--- config.mk ---
export PLATFORM = sky130hd
export DESIGN_NAME = sift_kp_collector
export DESIGN_NICKNAME = d
export VERILOG_FILES = /design/src/rtl/sift_kp_pkg.sv /design/src/rtl/sift_kp_fifo.sv /design/src/rtl/sift_kp_collector.sv
export SDC_FILE = /design/constraint.sdc
export NUM_CORES = 1
export LEC_CHECK = 0
export CAP_MARGIN = 30
export CORE_UTILIZATION = 50
export CTS_CLUSTER_DIAMETER = 200
export CTS_CLUSTER_SIZE = 20
export DETAILED_ROUTE_END_ITERATION = 8
export HOLD_SLACK_MARGIN = 0.08
export PLACE_DENSITY = 0.74
export SLEW_MARGIN = 20
export SYNTH_ARGS = -nofsm -noshare
export SYNTH_HDL_FRONTEND = slang
export SYNTH_HIERARCHICAL = 1
export SYNTH_SLANG_ARGS = --single-unit
--- constraint.sdc ---
create_clock -name iclk -period 9.4 [get_ports iclk]
set_clock_uncertainty 0.2 [all_clocks]
set_input_delay 1.88 -clock iclk [delete_from_list [all_inputs] [get_ports iclk]]
set_output_delay 1.88 -clock iclk [all_outputs]
set_load 0.02 [all_outputs]
--- src/rtl/sift_kp_pkg.sv ---
// Shared types and constants for the SIFT keypoint collector.
// The default keypoint FIFO entry layout, from MSB to LSB, is {frame, y, x}.
// The frame field exists only when KP_FRAME_ID_EN is defined.
package sift_kp_pkg;

    localparam int FRAME_ID_W = 8;
    localparam int DEF_X_W    = 10;
    localparam int DEF_Y_W    = 9;
    localparam int DEF_CNT_W  = 16;

    // Entry layout at the default image geometry.
    typedef struct packed {
        logic [FRAME_ID_W-1:0] frame;
        logic [DEF_Y_W-1:0]    y;
        logic [DEF_X_W-1:0]    x;
    } kp_entry_t;

endpackage

--- src/rtl/sift_kp_fifo.sv ---
// kp_fifo: synchronous show-ahead FIFO for keypoint entries.
// The head entry is always presented on data_o. A push into an empty FIFO
// becomes visible on the cycle after the push.
// Ports:
//   clk_i, rst_i     clock, synchronous active-high reset (pointers/count only)
//   push_i, data_i   write strobe and entry; caller pushes only if !full or popping
//   pop_i            read strobe; caller pops only if !empty
//   data_o           head entry
//   empty_o, full_o  occupancy flags, derived from the registered count
module kp_fifo #(
    parameter int DEPTH = 16,
    parameter int WIDTH = 19
) (
    input  logic             clk_i,
    input  logic             rst_i,
    input  logic             push_i,
    input  logic             pop_i,
    input  logic [WIDTH-1:0] data_i,
    output logic [WIDTH-1:0] data_o,
    output logic             empty_o,
    output logic             full_o
);
    localparam int AW = $clog2(DEPTH);

    logic [WIDTH-1:0] mem_q [DEPTH];
    logic [AW-1:0]    wr_ptr_q, rd_ptr_q;
    logic [AW:0]      cnt_q, cnt_d;

    always_comb begin
        cnt_d = cnt_q;
        case ({push_i, pop_i})
            2'b10:   cnt_d = cnt_q + 1'b1;
            2'b01:   cnt_d = cnt_q - 1'b1;
            default: cnt_d = cnt_q;
        endcase
    end

    // Pointers wrap naturally because DEPTH is a power of two.
    always_ff @(posedge clk_i) begin
        if (rst_i) begin
            wr_ptr_q <= '0;
            rd_ptr_q <= '0;
            cnt_q    <= '0;
        end else begin
            if (push_i) wr_ptr_q <= wr_ptr_q + 1'b1;
            if (pop_i)  rd_ptr_q <= rd_ptr_q + 1'b1;
            cnt_q <= cnt_d;
        end
    end

    // Storage is not reset. Stale entries are never visible because the
    // head is qualified by the empty flag.
    always_ff @(posedge clk_i) begin
        if (push_i) mem_q[wr_ptr_q] <= data_i;
    end

    assign data_o  = mem_q[rd_ptr_q];
    assign empty_o = (cnt_q == '0);
    assign full_o  = (cnt_q == (AW+1)'(DEPTH));

endmodule

--- src/rtl/sift_kp_collector.sv ---
// sift_kp_collector: tracks the pixel position from the DoG pixel strobe,
// border-masks the extremum flag, and buffers accepted keypoint coordinates
// in a show-ahead FIFO. It also keeps per-frame accepted and dropped
// counters, and both counters saturate.
// Optional feature: define KP_FRAME_ID_EN to store an 8-bit frame id with
// each entry. When the macro is undefined, okp_frame is tied to 0.
// Ports:
//   iclk, irst                  clock, synchronous active-high reset
//   ivalid, iframe_start        pixel strobe, frame start (qualified by ivalid)
//   iextrema                    extremum flag of the current pixel
//   iread                       pop the head entry (ignored when empty)
//   okp_valid/okp_x/okp_y/okp_frame  head entry (zero when empty)
//   ofifo_full                  FIFO occupancy == FIFO_DEPTH
//   okp_count, odrop_cnt        per-frame accepted / dropped keypoints
module sift_kp_collector
    import sift_kp_pkg::*;
#(
    parameter int IMG_W      = 640,
    parameter int IMG_H      = 480,
    parameter int X_W        = DEF_X_W,
    parameter int Y_W        = DEF_Y_W,
    parameter int BORDER     = 1,
    parameter int FIFO_DEPTH = 16,
    parameter int CNT_W      = DEF_CNT_W
) (
    input  logic                  iclk,
    input  logic                  irst,
    input  logic                  ivalid,
    input  logic                  iframe_start,
    input  logic                  iextrema,
    input  logic                  iread,
    output logic                  okp_valid,
    output logic [X_W-1:0]        okp_x,
    output logic [Y_W-1:0]        okp_y,
    output logic [FRAME_ID_W-1:0] okp_frame,
    output logic                  ofifo_full,
    output logic [CNT_W-1:0]      okp_count,
    output logic [CNT_W-1:0]      odrop_cnt
);
    localparam logic [X_W-1:0] X_LAST = X_W'(IMG_W - 1);
    localparam logic [Y_W-1:0] Y_LAST = Y_W'(IMG_H - 1);
    localparam logic [X_W-1:0] X_LO   = X_W'(BORDER);
    localparam logic [X_W-1:0] X_HI   = X_W'(IMG_W - 1 - BORDER);
    localparam logic [Y_W-1:0] Y_LO   = Y_W'(BORDER);
    localparam logic [Y_W-1:0] Y_HI   = Y_W'(IMG_H - 1 - BORDER);
`ifdef KP_FRAME_ID_EN
    localparam int ENTRY_W = FRAME_ID_W + Y_W + X_W;
`else
    localparam int ENTRY_W = Y_W + X_W;
`endif

    function automatic logic [CNT_W-1:0] sat_inc(input logic [CNT_W-1:0] v,
                                                 input logic en);
        return (en && (v != '1)) ? v + 1'b1 : v;
    endfunction

    logic [X_W-1:0]     x_q, x_d, cur_x;
    logic [Y_W-1:0]     y_q, y_d, cur_y;
    logic [CNT_W-1:0]   kp_cnt_q, kp_cnt_d, drop_q, drop_d;
    logic               fs, accept, push, pop, drop, empty, full;
    logic [ENTRY_W-1:0] entry, head;

    // A frame-start pixel is (0,0) regardless of where the counters were.
    assign fs    = ivalid & iframe_start;
    assign cur_x = fs ? '0 : x_q;
    assign cur_y = fs ? '0 : y_q;

    always_comb begin
        x_d = x_q;
        y_d = y_q;
        if (ivalid) begin
            if (cur_x == X_LAST) begin
                x_d = '0;
                y_d = (cur_y == Y_LAST) ? '0 : cur_y + 1'b1;
            end else begin
                x_d = cur_x + 1'b1;
                y_d = cur_y;
            end
        end
    end

    assign accept = ivalid & iextrema &
                    (cur_x >= X_LO) & (cur_x <= X_HI) &
                    (cur_y >= Y_LO) & (cur_y <= Y_HI);
    assign pop    = iread & ~empty;
    // When the FIFO is full, a same-cycle pop frees the slot for this push.
    assign push   = accept & (~full | pop);
    assign drop   = accept & ~push;

    // The frame-start pixel's own event counts from a cleared counter.
    always_comb begin
        kp_cnt_d = sat_inc(fs ? '0 : kp_cnt_q, push);
        drop_d   = sat_inc(fs ? '0 : drop_q, drop);
    end

    always_ff @(posedge iclk) begin
        if (irst) begin
            x_q      <= '0;
            y_q      <= '0;
            kp_cnt_q <= '0;
            drop_q   <= '0;
        end else begin
            x_q      <= x_d;
            y_q      <= y_d;
            kp_cnt_q <= kp_cnt_d;
            drop_q   <= drop_d;
        end
    end

`ifdef KP_FRAME_ID_EN
    logic [FRAME_ID_W-1:0] fid_q, fid_cur;

    // The entry pushed on a frame-start cycle carries the new id.
    assign fid_cur = fs ? fid_q + 1'b1 : fid_q;

    always_ff @(posedge iclk) begin
        if (irst) fid_q <= '0;
        else      fid_q <= fid_cur;
    end

    assign entry     = {fid_cur, cur_y, cur_x};
    assign okp_frame = empty ? '0 : head[X_W+Y_W +: FRAME_ID_W];
`else
    assign entry     = {cur_y, cur_x};
    assign okp_frame = '0;
`endif

    kp_fifo #(
        .DEPTH (FIFO_DEPTH),
        .WIDTH (ENTRY_W)
    ) u_fifo (
        .clk_i   (iclk),
        .rst_i   (irst),
        .push_i  (push),
        .pop_i   (pop),
        .data_i  (entry),
        .data_o  (head),
        .empty_o (empty),
        .full_o  (full)
    );

    assign okp_valid  = ~empty;
    assign okp_x      = empty ? '0 : head[X_W-1:0];
    assign okp_y      = empty ? '0 : head[X_W +: Y_W];
    assign ofifo_full = full;
    assign okp_count  = kp_cnt_q;
    assign odrop_cnt  = drop_q;

endmodule

Word-level counts from Yosys, hierarchy flattened --
Memory sizes are Yosys's and may differ from the RTL's. A register that Yosys moved wholly into a read port is not among the register bits. Cells that the tools add are included.
Operators by class: add/sub/neg operators 8, order comparisons 4, equality and inequality tests 7, muxes and demuxes 16, bitwise operators 13, reduce and logical (&&, ||, !) cells 4
Operators by type and width (count):
- $mux W16 | 4
- $mux W9 | 4
- $add A16 B1 Y16 const B | 2
- $ne A16 B16 Y1 const B | 2
- $mux W10 | 3
- $add A10 B1 Y10 const B | 1
- $eq A10 B10 Y1 const B | 1
- $ge A10 B1 Y1 const B | 1
- $le A10 B10 Y1 const B | 1
- $pmux W5 S2 | 1
- $add A9 B1 Y9 const B | 1
- $and A1 B1 Y1 | 9
- $eq A9 B9 Y1 const B | 1
- $ge A9 B1 Y1 const B | 1
- $le A9 B9 Y1 const B | 1
- $add A4 B1 Y4 const B | 2
- $mux W4 | 2
- $add A5 B1 Y5 const B | 1
- $eq A5 B5 Y1 const B | 1
- $logic_not A5 Y1 | 1
- $sub A5 B1 Y5 const B | 1
- $not A1 Y1 | 3
- $eq A2 B1 Y1 const B | 1
- $eq A2 B2 Y1 const B | 1
- other kinds (4) | 6
Storage, ports and cells: bits in registers 64, RAM bits 304, input bits 6, output and inout port bits 61, word-level logic and storage cells 60, memories kept 1
Memories:
- u_fifo.mem_q | words 16, width 19, rd ports 1, clocked after memory_dff 1, write ports 1, line sift_kp_fifo.sv:25 | logic [WIDTH-1:0] mem_q [DEPTH];

Logic depth before layout (Yosys ltp) --
depth in word-level cells 12, gate-level depth with buffers 21, gate-level depth less buffers 16

Cells and area by module --
Netlist, hierarchy kept.
Modules (own cells, without submodules):
- kp_fifo | instances 1, cells each 580, area an instance 12389.4 um^2, seq. area each 9469.1 um^2
- sift_kp_collector | instances 1, cells each 442, area an instance 3314.4 um^2, seq. area each 1021.0 um^2

Least setup slack after synthesis --
No wires, ideal clock.
path type input port to flip-flop, start in ivalid, end reg u_fifo.cnt_q[4], library setup time 64 ps, arrival time 5580 ps, data required time 9136 ps, setup slack 3556 ps, stages 21, path buffers 5, cell sequence buf_2 -> nand2_1 -> clkbuf_1 -> clkbuf_1 -> nand2_1 -> inv_1 -> ha_1 -> nor2b_1 -> o21ai_0 -> nor2b_1 -> nor3b_1 -> clkbuf_1 -> inv_2 -> ha_1 -> clkbuf_1 -> xor2_1 -> ha_1 -> o21ai_0 -> or3_1 -> a2111o_1 -> nand4_1
Between the ends: longest elaborated chain between the ends 10, elaborated cells on any way between the ends 17, classes of those cells 4 x order compare; 2 x eq/ne; 3 x mux; 7 x bitwise; 1 x reduce/logical
RTL lines:
- start: declaration | line sift_kp_collector.sv:28 | input logic ivalid,
- $and A1 B1 Y1 * | line sift_kp_collector.sv:64 | assign fs = ivalid & iframe_start;
- $mux W10 * | line sift_kp_collector.sv:65 | assign cur_x = fs ? '0 : x_q;
- net cur_x[0] | line sift_kp_collector.sv:57 | logic [X_W-1:0] x_q, x_d, cur_x;
- $ge A10 B1 Y1 | line sift_kp_collector.sv:83 | (cur_x >= X_LO) & (cur_x <= X_HI) &
- $and A1 B1 Y1 | line sift_kp_collector.sv:82 | assign accept = ivalid & iextrema &
- $and A1 B1 Y1 * (2 in a row) | line sift_kp_collector.sv:83
- $and A1 B1 Y1 * | line sift_kp_collector.sv:84 | (cur_y >= Y_LO) & (cur_y <= Y_HI);
- $and A1 B1 Y1 * | line sift_kp_collector.sv:87 | assign push = accept & (~full | pop);
- net push | line sift_kp_collector.sv:60 | logic fs, accept, push, pop, drop, empty, full;
- $eq A2 B1 Y1 / $eq A2 B2 Y1 (equally long branches) | line sift_kp_fifo.sv:31 | case ({push_i, pop_i})
- $pmux W5 S2 / $reduce_bool A2 Y1 (equally long branches)
- end signal: assignment | line sift_kp_fifo.sv:47 | cnt_q <= cnt_d;
- end: declaration | line sift_kp_fifo.sv:27 | logic [AW:0] cnt_q, cnt_d;
The timed path passes the listed nets; every way through them passes the cells marked *. A chain may end at the register's enable or synchronous reset.

Worst setup path in the final report --
start in ivalid, end reg u_fifo.cnt_q[4]
Between the ends: elaborated cells on any way between the ends 17, classes of those cells 4 x order compare; 2 x eq/ne; 3 x mux; 7 x bitwise; 1 x reduce/logical
RTL lines:
- $and A1 B1 Y1 * | line sift_kp_collector.sv:64
- $mux W9 * | line sift_kp_collector.sv:66 | assign cur_y = fs ? '0 : y_q;
- net cur_y[0] | line sift_kp_collector.sv:58 | logic [Y_W-1:0] y_q, y_d, cur_y;
- $ge A9 B1 Y1 | line sift_kp_collector.sv:84
- $and A1 B1 Y1 | line sift_kp_collector.sv:83
- $and A1 B1 Y1 * | line sift_kp_collector.sv:84
- $and A1 B1 Y1 * | line sift_kp_collector.sv:87
- net push | line sift_kp_collector.sv:60
- $eq A2 B1 Y1 / $eq A2 B2 Y1 (equally long branches) | line sift_kp_fifo.sv:31
- $pmux W5 S2 / $reduce_bool A2 Y1 (equally long branches)
Marked as above.

==> flow_summary.yaml <==
yosys:
  synth_seq_area_share_pct: 66.8
  syn_area_per_cell_um2: 15.4
  ys_types: 68
  ys_ff_latch: 372
  synth_edf_count: 304
  syn_inst: 1022
  synthArstFlopShare_pct: 0
  synthFlopType: "edfxtp_1"
  synth_warnings: 6
  netlist_area_um2: 15700
sta:
  rsz0062_at_grt: "false"
  maxSlewViolCount: 0
  hold_violations: 0
  hold_ws_ps: 298
  finalSetupTns_ps: 0
  setup_violations: 0
  slew_headroom_pct: 35.5
  fin_crit_ps: 6560
  worst_pin_slew_ps: 966
  timing.fmax_ghz: 0.153
  fin_crit_sh_pct: 69.8
cts:
  cts_sinks: 372
  cts.htree.levels: 1
  cts_tree: "done"
  ctsResizeCount: 0
  insertion_delay_ps: 530
  cts_root_buffer: "clkbuf_16"
  ctsHoldBuffers: 0
  cts_buffers: 22
  clk_pin_slew_ps: 90
  cts_buffer_depth: 3
  post_cts_buffers: 0
global_route:
  antenna_found_initial: 0
  grt_pass1_wl_um: 52000
  grt_max_degree: 55
  grt_pass1_vias: 8754
  overflow: 0
  track_usage_pct: 21.7
drt:
  ant_nets: 0
  remaining_drc_errors: 2
  drt_pass1_iterations: 7
  routed_wl_um: 34100
  vias: 9044
  drt_iter0_drc: 908
  viasPerCell: 6.07
  post_drt_wl_per_cell_um: 22.9
setup_path:
  critical_path.max_fanout: 28
  crit_arrival_ps: 6830
  r2r_setup_slack_ps: 4620
  endpoint_kind: "register"
  startpoint_type: "input port"
  critical_path_class: "in2reg"
  cp.required_ps: 9670
  rr_worst_depth: 14
  crit_start: "ivalid"
  reg2reg_to: "u_fifo/cnt_q[4]"
  timing.rr.start: "u_fifo/cnt_q[2]"
power_and_ir_drop:
  vdd_drop_max_mv: 0.132
  p_leak_uw: 0.00510
  p_per_area_nw_per_um2: 178
cells_and_area:
  mostFrequentLayoutCells: "304 x edfxtp_1, 72 x nand2_1, 69 x mux4_2, 66 x dfxtp_1, 57 x clkdlybuf4s50_1"
  drive_gt1_share_pct: 13.1
  fillers: 2387
  layout_commonest_cell: "edfxtp_1"
  multi_input_area_um2: 4830
  seqCellArea_um2: 10500
  syn_to_final_growth_pct: 11.0
  antenna_cells: 0
  final_nets: 1102
die:
  pin_count: 67
  chipWidth_um: 179
  die_h_um: 179
  core-area_um2: 30700
  die_area_um2: 32100
  start_util_pct: 51.1
  rows: 64
placement:
  portBuffers: 58
  post-dp-hpwl_um: 21800
  routabilityCongestion: 0.858
worst_hold_path:
  hold_path.class: "reg2reg"
  holdCritStartpoint: "y_q[4]"
  holdPathEnd: "y_q[4]"
  min_path_cells: 2
run:
  drv_cap: 0
status:
  failed_checks: "DRC"
  status: "finished with violations"
cells by family (layout without fill, tap and decap cells):
| group | Yosys count | after routing | share of synthesized area [%] |
|---|---|---|---|
| other | 1 | 8 | 0.0239 |
| muxes | 82 | 82 | 11.4 |
| DFF | 372 | 372 | 66.8 |
| buffers and inverters | 81 | 146 | 2.69 |
| AOI/OAI and AO/OA | 154 | 154 | 6.30 |
| xor gates and xnor gates | 13 | 13 | 0.725 |
| and+or+nand+nor | 301 | 301 | 10.6 |
| adders and majority gates | 18 | 18 | 1.43 |
routing by layer:
metal  wire length [um]  GRT usage (%)  up-vias  share of wire, %
li1                   -              -     4082                 -
met1              14600           30.0     4620                43
met2              16700           36.4      306                49
met3               1990           2.82       36               5.8
met4                767           5.50        0               2.3
met5                  0              0        -                 0
worst max-delay path, cell delays in order:
cell	delay [ps]
clkdlybuf4s50_1	410
buf_4	220
nand2_1	360
nand2_1	140
inv_1	440
ha_1	290
inv_1	60
o21ai_0	130
nor2b_1	240
nor3b_1	820
inv_2	170
ha_1	380
ha_1	380
o21ai_0	80
or3_1	350
a2111o_1	390
nand4_1	70
power by group:
part | total [uW] | switching (uW) | internal, uW | leakage, uW
Combinational | 350 | 185 | 164 | 0.00184
Sequential | 1790 | 29.1 | 1760 | 0.00295
Clock | 965 | 503 | 463 | 0.000307
cell usage after synthesis (all sizes together) (5+ instances only):
master / count / area share [%]
a21o: 6 / 0.29
a21oi: 51 / 1.6
a22oi: 39 / 1.9
and2: 38 / 1.5
and3: 10 / 0.44
and4: 5 / 0.28
buf: 29 / 1.4
clkbuf: 31 / 0.74
dfxtp: 68 / 8.7
edfxtp: 304 / 58
ha: 18 / 1.4
inv: 21 / 0.50
mux2i: 6 / 0.38
mux4: 76 / 11
nand2: 72 / 1.7
nand2b: 6 / 0.24
nand3: 25 / 0.80
nand4: 20 / 0.84
nor2: 39 / 0.93
nor2b: 30 / 1.2
nor3: 9 / 0.29
nor4: 11 / 0.48
o21ai: 28 / 0.89
o31ai: 5 / 0.24
or3: 12 / 0.48
or4: 8 / 0.41
xnor2: 5 / 0.28
xor2: 8 / 0.45
cell type report:
cell class,count,area share (%)
Inverter,21,0.452
Tap cell,396,2.84
Clock buffer,39,3.64
Timing Repair Buffer,85,5.12
Sequential cell,372,60.2
Clock inverter,1,0.0502
Multi-Input combinational cell,576,27.7
per-stage QoR:
| stage | instance area (um^2) | total power (uW) | util (%) | setup WS, ps | std cells |
|---|---|---|---|---|---|
| after CTS | 17200 | 3140 | 56.0 | 2880 | 1476 |
| final | 17400 | 3110 | 56.7 | 2840 | 1490 |
| after detailed placement | 16600 | 2190 | 53.9 | 2360 | 1436 |
| after floorplan | 15700 | 2090 | - | 3560 | 1029 |
| after global placement | 16600 | 2180 | 53.8 | 2550 | 1433 |
| after global routing | 17400 | 3220 | 56.7 | 2580 | 1490 |
state kept, by name, indices dropped and copies added, names as in the netlist, named ones only:
signal           count
u_fifo/mem_q       304
odrop_cnt           16
okp_count           16
x_q                 10
y_q                  9
u_fifo/cnt_q         5
u_fifo/rd_ptr_q      4
u_fifo/wr_ptr_q      4
worst max-delay path by stage:
stage	end	slack [ps]	depth (start not counted)
after floorplan	u_fifo/cnt_q[4]	3560	21
after global placement	u_fifo/cnt_q[4]	2550	17
after detailed placement	u_fifo/mem_q[8][9]	2360	13
after CTS	u_fifo/mem_q[8][13]	2880	13
after global routing	u_fifo/cnt_q[4]	2580	17
final	u_fifo/cnt_q[4]	2840	17
Power figures use the tool's default switching activity.
